--- src/rtl/add_seq3.sv ---
// Multi-cycle wide adder: adds two WIDTH-bit operands 3 bits per clock through one
// shared carry-select slice, with valid/ready handshakes on both sides.
module add_seq3 #(
    parameter int unsigned WIDTH = 12
) (
    input  logic             clk,
    input  logic             rst_n,
    input  logic             in_valid,
    output logic             in_ready,
    input  logic [WIDTH-1:0] a,
    input  logic [WIDTH-1:0] b,
    input  logic             cin,
    input  logic             abort,
    output logic             out_valid,
    input  logic             out_ready,
    output logic [WIDTH-1:0] sum,
    output logic             cout,
    output logic             ovf,
    output logic             busy
);

    localparam int unsigned N    = WIDTH / 3;
    localparam int unsigned IdxW = (N > 1) ? $clog2(N) : 1;

    typedef enum logic [1:0] {StIdle, StRun, StDone} state_e;

    state_e            state_q, state_d;
    logic [IdxW-1:0]   idx_q, idx_d;
    logic [WIDTH-1:0]  opa_q, opa_d;
    logic [WIDTH-1:0]  opb_q, opb_d;
    logic              carry_q, carry_d;
    logic [WIDTH-1:0]  sum_q, sum_d;
    logic              cout_q, cout_d;
    logic              ovf_q, ovf_d;

    logic [2:0] chunk_a, chunk_b;
    logic [3:0] sel_sum0, sel_sum1;
    logic [2:0] slice_sum;
    logic       slice_co;
    logic       slice_c2;

    // Operand chunk selected by the current index.
    always_comb begin
        chunk_a = '0;
        chunk_b = '0;
        for (int unsigned k = 0; k < N; k++) begin
            if (idx_q == IdxW'(k)) begin
                chunk_a = opa_q[3*k +: 3];
                chunk_b = opb_q[3*k +: 3];
            end
        end
    end

    // Carry-select slice: both carry-in cases are precomputed, the chained carry picks one.
    always_comb begin
        sel_sum0  = {1'b0, chunk_a} + {1'b0, chunk_b};
        sel_sum1  = {1'b0, chunk_a} + {1'b0, chunk_b} + 4'd1;
        slice_sum = carry_q ? sel_sum1[2:0] : sel_sum0[2:0];
        slice_co  = carry_q ? sel_sum1[3] : sel_sum0[3];
        slice_c2  = chunk_a[2] ^ chunk_b[2] ^ slice_sum[2];
    end

    always_comb begin
        state_d = state_q;
        idx_d   = idx_q;
        opa_d   = opa_q;
        opb_d   = opb_q;
        carry_d = carry_q;
        sum_d   = sum_q;
        cout_d  = cout_q;
        ovf_d   = ovf_q;
        unique case (state_q)
            StIdle: begin
                if (in_valid) begin
                    opa_d   = a;
                    opb_d   = b;
                    carry_d = cin;
                    idx_d   = '0;
                    sum_d   = '0;
                    cout_d  = 1'b0;
                    ovf_d   = 1'b0;
                    state_d = StRun;
                end
            end
            StRun: begin
                if (abort) begin
                    state_d = StIdle;
                end else begin
                    for (int unsigned k = 0; k < N; k++) begin
                        if (idx_q == IdxW'(k)) begin
                            sum_d[3*k +: 3] = slice_sum;
                        end
                    end
                    carry_d = slice_co;
                    idx_d   = idx_q + 1'b1;
                    if (idx_q == IdxW'(N - 1)) begin
                        cout_d  = slice_co;
                        ovf_d   = slice_c2 ^ slice_co;
                        state_d = StDone;
                    end
                end
            end
            StDone: begin
                if (out_ready) begin
                    state_d = StIdle;
                end
            end
            default: state_d = StIdle;
        endcase
    end

    always_ff @(posedge clk or negedge rst_n) begin
        if (!rst_n) begin
            state_q <= StIdle;
            idx_q   <= '0;
            opa_q   <= '0;
            opb_q   <= '0;
            carry_q <= 1'b0;
            sum_q   <= '0;
            cout_q  <= 1'b0;
            ovf_q   <= 1'b0;
        end else begin
            state_q <= state_d;
            idx_q   <= idx_d;
            opa_q   <= opa_d;
            opb_q   <= opb_d;
            carry_q <= carry_d;
            sum_q   <= sum_d;
            cout_q  <= cout_d;
            ovf_q   <= ovf_d;
        end
    end

    assign in_ready  = (state_q == StIdle);
    assign out_valid = (state_q == StDone);
    assign busy      = (state_q == StRun);
    assign sum       = sum_q;
    assign cout      = cout_q;
    assign ovf       = ovf_q;

endmodule
--- config.mk ---
export PLATFORM = sky130hd
export DESIGN_NAME = add_seq3
export DESIGN_NICKNAME = d
export VERILOG_FILES = /design/src/rtl/add_seq3.sv
export SDC_FILE = /design/constraint.sdc
export NUM_CORES = 1
export LEC_CHECK = 0
export BUFFER_PORTS_ARGS = -buffer_cell sky130_fd_sc_hd__buf_4
export CORE_AREA = 2 2 88 73
export CTS_CLUSTER_SIZE = 16
export DETAILED_ROUTE_END_ITERATION = 12
export DIE_AREA = 0 0 90 75
export GPL_ROUTABILITY_DRIVEN = 0
export PLACE_DENSITY = 0.64
export SLEW_MARGIN = 20
export SYNTH_ARGS = -nofsm -noshare
export SYNTH_HDL_FRONTEND = slang
export SYNTH_SLANG_ARGS = --single-unit
--- constraint.sdc ---
create_clock -name clk -period 4.1 [get_ports clk]
set_input_delay 0.82 -clock clk [delete_from_list [all_inputs] [get_ports clk]]
set_output_delay 0.82 -clock clk [all_outputs]
set_load 0.01 [all_outputs]
# Word-level counts from Yosys, hierarchy flattened
# Index checks and enable logic that the tools add are counted.
[totals]
ff_bits = 43
latch_bits = 0
ramBits = 0
romBits = 0
in_bits = 30
out_inout_bits = 17
wordCells = 75
n_memories = 0
[classes]
n_addsub = 3
mul = 0
n_div = 0
magnitude_cmp = 0
eq_ne = 13
shifts = 0
mux = 35
bitwise_logic = 3
reduce_logical = 10
[ops]
columns = ["cell", "n"]
rows = [
  ["$mux 3", 13],
  ["$mux 12", 2],
  ["$pmux 12 s2", 1],
  ["$reduce_and 4->1", 4],
  ["$mux 2", 6],
  ["$ne 2x1->1 const B", 5],
  ["$mux 1", 8],
  ["$eq 2x2->1 const B", 3],
  ["$pmux 1 s2", 3],
  ["$pmux 2 s3", 1],
  ["$reduce_and 3->1", 2],
  ["$add 3x3->4", 1],
  ["$add 4x1->4 const B", 1],
  ["$eq 2x1->1 const B", 2],
  ["$logic_not 2->1", 2],
  ["$ne 2x2->1 const B", 2],
  ["$pmux 2 s2", 1],
  ["$ne 3x2->1 const B", 1],
  ["$xor 1x1->1", 3],
  ["$add 2x1->2 const B", 1],
  ["$reduce_and 2->1", 1],
  ["$reduce_bool 2->1", 1],
]

# Depth between registers and ports, before layout
[depth]
ltp_word = 13
ltp_mapped = 16
ltp_nobuf = 15

# Worst setup path after synthesis
# OpenSTA, ideal clock, no wires.
[synth_timing]
path_kind = "register to register"
start = "reg idx_q[0]"
end = "reg sum_q[2] (netlist: sum[2])"
setup_time_ps = 125
arrival_time_ps = 3021
t_required_ps = 3975
setup_slack_ps = 954
stages_incl_launch_ff = 16
path_buffers = 1
period_less_slack_ps = 3146
cell_sequence = "dfrtp_1 -> ha_1 -> clkbuf_1 -> nor2b_1 -> a22oi_1 -> nor2_1 -> a21oi_1 -> o21ai_1 -> ha_1 -> fa_1 -> ha_1 -> nand2_1 -> xor2_1 -> xor2_1 -> nor2_1 -> mux2_2"
[synth_between]
elab_chain_len = 11
word_cells_on_any_way = 20
cone_classes = "add/sub: 2; eq/ne: 4; mux: 12; reduce/logical: 2"
[synth_lines]
columns = ["item", "line_no", "source"]
rows = [
  ["start: declaration", "28", "logic [IdxW-1:0] idx_q, idx_d;"],
  ["start signal: assignment", "124", "idx_q <= idx_d;"],
  ["$logic_not 2->1", "47, 90", ""],
  ["$mux 3 (4 in a row)", "47", "if (idx_q == IdxW'(k)) begin"],
  ["$add 3x3->4", "56, 57", ""],
  ["$add 4x1->4", "57", "sel_sum1 = {1'b0, chunk_a} + {1'b0, chunk_b} + 4'd1;"],
  ["$mux 3", "58", "slice_sum = carry_q ? sel_sum1[2:0] : sel_sum0[2:0];"],
  ["$mux 3", "90", "if (idx_q == IdxW'(k)) begin"],
  ["$mux 12", "86", "if (abort) begin"],
  ["$pmux 12 s2", "72", "unique case (state_q)"],
  ["end signal: assignment", "128", "sum_q <= sum_d;"],
  ["end: declaration", "32", "logic [WIDTH-1:0] sum_q, sum_d;"],
]
# Parallel ways exist; a longest one is shown, timed or not. The select of a mux whose other input is x is not followed.
# A chain may end at the register's enable or synchronous reset.

# Worst setup path in the final report
[layout_timing]
start = "reg idx_q[1]"
end = "reg sum_q[11] (netlist: sum[11])"
[layout_between]
elab_chain_len = 11
word_cells_on_any_way = 20
cone_classes = "add/sub: 2; eq/ne: 4; mux: 12; reduce/logical: 2"
[layout_lines]
columns = ["item", "line_no"]
rows = [
  ["$logic_not 2->1", "47"],
  ["$mux 3 (4 in a row)", "47"],
  ["$add 3x3->4", "56, 57"],
  ["$add 4x1->4", "57"],
  ["$mux 3", "58"],
  ["$mux 3", "90"],
  ["$mux 12", "86"],
  ["$pmux 12 s2", "72"],
]
# Parallel ways exist; a longest one is shown, timed or not. The select of a mux whose other input is x is not followed.

==> metrics.yaml <==
status: "finished, final reports clean"
worst_pin_slew_ns: 0.570
seq_area_sq_mm: 0.00108
post_cts_resized: 0
ys_seq_area_frac: 0.488
antenna_found_initial: 0
placed_area_sq_mm: 0.00260
post-cts-setup-buffers: 0
hold_class: "reg -> reg"
rows: 25
finClkSkew_ns: 0.00635
layout_setup_ws_ns: 0.715
die_area_sq_mm: 0.00675
hold_viol: 0
grt-ovfl-total: 0
cts_max_path_buffers: 2
ys_ff_latch: 43
initial_utilization: 0.379
post-dp-hpwl_microns: 3260
cts_made_buffers: 5
vias_per_cell: 4.73
p_int_w: 0.00136
period_share: 0.826
vias: 1461
fin_nets: 266
yosys.area.top_type: "dfrtp_1"
fin_area_sq_mm: 0.00269
crit_fanout: 8
root_buffer: "clkbuf_8"
grt_max_degree: 44
rsz0062_at_grt: "no"
routed_wl_microns: 4390
syn_area_sq_mm: 0.00221
grt_use_total: 0.131
ioPinCount: 47
cp.arrival_ns: 3.57
clock_latency_ns: 0.30
antenna_left: 0
slew_headroom: 0.620
routedWlPerCell_microns: 14.2
first_iter_violations: 51
drcViolationCount: 0
synth_area_leaders: "dfrtp_1 49%, mux2_4 13%, mux2_1 5.6%, ha_1 4.5%, nand2_1 3.1%"
portBuffers: 46
fin_setup_tns_ns: 0
synth_nets: 220
combPwrFrac: 0.550
syn_to_final_growth_pct: 21.9
cts_tree: "done"
worstPathRequired_ns: 4.28
crit_path_start_kind: "flip-flop"
swShare: 0.400
htree_levels: 2
synth_cell_type_count: 33
endpoint_kind: "flip-flop"
fp.dieH_microns: 75
p_switching_w: 0.000906
die_width_microns: 90
clk_pin_slew_worst_paths_ns: 0.08
num_antenna_cells: 0
power.density_mw_per_mm2: 841
leakage_nw: 1.31
hold_buffers: 0
coreArea_sq_mm: 0.00582
setup_viol: 0
clockPowerShare: 0.118
synth_top_area_frac: 0.488
first_pass_iters: 4
cts_sinks: 43
cap_violations: 0
drv_slew: 0
netlist_instances: 181
grt_pass1_vias: 1397
drive_gt1_frac: 0.390
crit_type: "reg -> reg"
final_util: 0.462
hold_ws_ns: 0.482
multi_input_area_sq_mm: 0.00105
timing.fmax_mhz: 295
period_needed_ns: 3.38
pre_cts_ws_ns: 0.753
vdd_ir_drop_max_mv: 0.260
yosysWarnings: 0
grt_pass1_wl_microns: 6810
fillers: 564
seqPwrFrac: 0.332
avgSynthCellArea_sq_um: 12.2
-- cell type report --
type	count	share of cell area
flip-flops and latches	43	0.400
multi-input cells	125	0.392
clock buffers	6	0.0270
inverters	5	0.00698
well taps	81	0.0377
repair buffers	47	0.131
clock inverters	2	0.00465
-- metrics by stage --
step | total power, W | std cells
floorplan | 0.00169 | 181
global placement | 0.00199 | 301
detailed placement | 0.00200 | 301
CTS | 0.00228 | 309
global route | 0.00244 | 309
finish | 0.00226 | 309
-- placed cells by master, fill, tap and decap left out --
cell type   instances
clkinvlp_4          1
clkbuf_1            1
mux2_4             19
a21o_1              2
a22o_1              1
xor2_2              1
and2_1              1
ha_1                8
a32o_2              2
nand2b_1            2
nand4_2             1
nor3_1              1
dfrtp_1            43
fa_1                1
xor2_1              3
a22oi_1             6
a21oi_1             8
a21oi_2             5
clkinv_2            1
o21ai_1             7
nor2_1             15
mux2i_1             1
nor2_2              1
and2b_1             1
xnor2_1             2
a211oi_1            1
or2_1               1
nor2b_1             2
inv_1               3
inv_2               2
mux2_2              4
nand2_1            18
clkbuf_8            5
mux2_1             11
buf_4              47
-- state kept, by name (all words and copies together) (netlist names) --
| name | cells |
|---|---|
| sum | 12 |
| idx_q | 2 |
| ovf | 1 |
| cout | 1 |
| opb_q | 12 |
| opa_q | 12 |
| state_q | 2 |
| carry_q | 1 |
-- worst paths after layout --
| path | start | end | slack, ns | cells after the start |
|---|---|---|---|---|
| worst max-delay path | idx_q[1] | sum[11] | 0.72 | 15 |
| worst min-delay path | sum[9] | sum[9] | 0.48 | 2 |
| worst max register to register | idx_q[1] | sum[11] | 0.72 | 15 |
| worst min register to register | sum[9] | sum[9] | 0.48 | 2 |
| max in group asynchronous | rst_n | ovf | 3.24 | 1 |
| min in group asynchronous | rst_n | sum[0] | 0.50 | 1 |
-- cell usage after synthesis --
| master | count |
|---|---|
| ha_1 | 8 |
| fa_1 | 1 |
| a21oi_2 | 5 |
| mux2i_1 | 1 |
| nand2b_1 | 2 |
| a21o_1 | 2 |
| mux2_1 | 11 |
| mux2_2 | 4 |
| a21oi_1 | 8 |
| and2_1 | 1 |
| a22o_1 | 1 |
| xor2_2 | 1 |
| inv_1 | 3 |
| mux2_4 | 19 |
| dfrtp_1 | 43 |
| clkbuf_1 | 4 |
| a22oi_1 | 6 |
| and2b_1 | 1 |
| buf_6 | 3 |
| inv_2 | 2 |
| xnor2_1 | 2 |
| xor2_1 | 3 |
| nor2b_1 | 2 |
| o21ai_1 | 7 |
| or2_1 | 1 |
| buf_4 | 1 |
| nand2_1 | 18 |
| nor3_1 | 1 |
| a32o_2 | 2 |
| nand4_2 | 1 |
| nor2_1 | 15 |
| a211oi_1 | 1 |
| nor2_2 | 1 |
-- worst max-delay path, cell delays in order (launching register included) --
cell and delay (ns):
dfrtp_1 0.38, inv_1 0.09, ha_1 0.28, nor2b_1 0.36, a22oi_1 0.12, nor2_1 0.11
a21oi_1 0.05, o21ai_1 0.14, ha_1 0.20, fa_1 0.46, ha_1 0.22, nand2_1 0.07
xor2_1 0.24, xor2_1 0.17, nor2_1 0.10, mux2_2 0.27
-- kinds of logic (layout without fill, tap and decap cells) --
logic type / after synthesis / in the layout / share of synthesized area
DFF: 43 / 43 / 0.488
xor gates and xnor gates: 6 / 6 / 0.0272
muxes: 35 / 35 / 0.210
AOI/OAI and AO/OA: 32 / 32 / 0.0987
buffers and inverters: 13 / 60 / 0.0340
adders and majority gates: 9 / 9 / 0.0545
and+or+nand+nor: 43 / 43 / 0.0873
-- power by group through the flow --
stage / sequential, W / clock (W) / combinational, W
5_1_grt: 0.000773 / 0.000294 / 0.00137
4_1_cts: 0.000752 / 0.000273 / 0.00125
2_1_floorplan: 0.000726 / 0 / 0.000960
6_report: 0.000751 / 0.000266 / 0.00124
3_3_place_gp: 0.000757 / 0 / 0.00123
3_5_place_dp: 0.000756 / 0 / 0.00125
-- per-layer routing --
| metal | routed length (microns) | global-route usage | up-vias |
|---|---|---|---|
| met4 | 72 | 0.0564 | 0 |
| met5 | 0 | 0 | - |
| li1 | - | - | 717 |
| met1 | 2190 | 0.186 | 711 |
| met3 | 127 | 0.0430 | 6 |
| met2 | 1990 | 0.186 | 27 |
(Power assumes the default switching activity.)
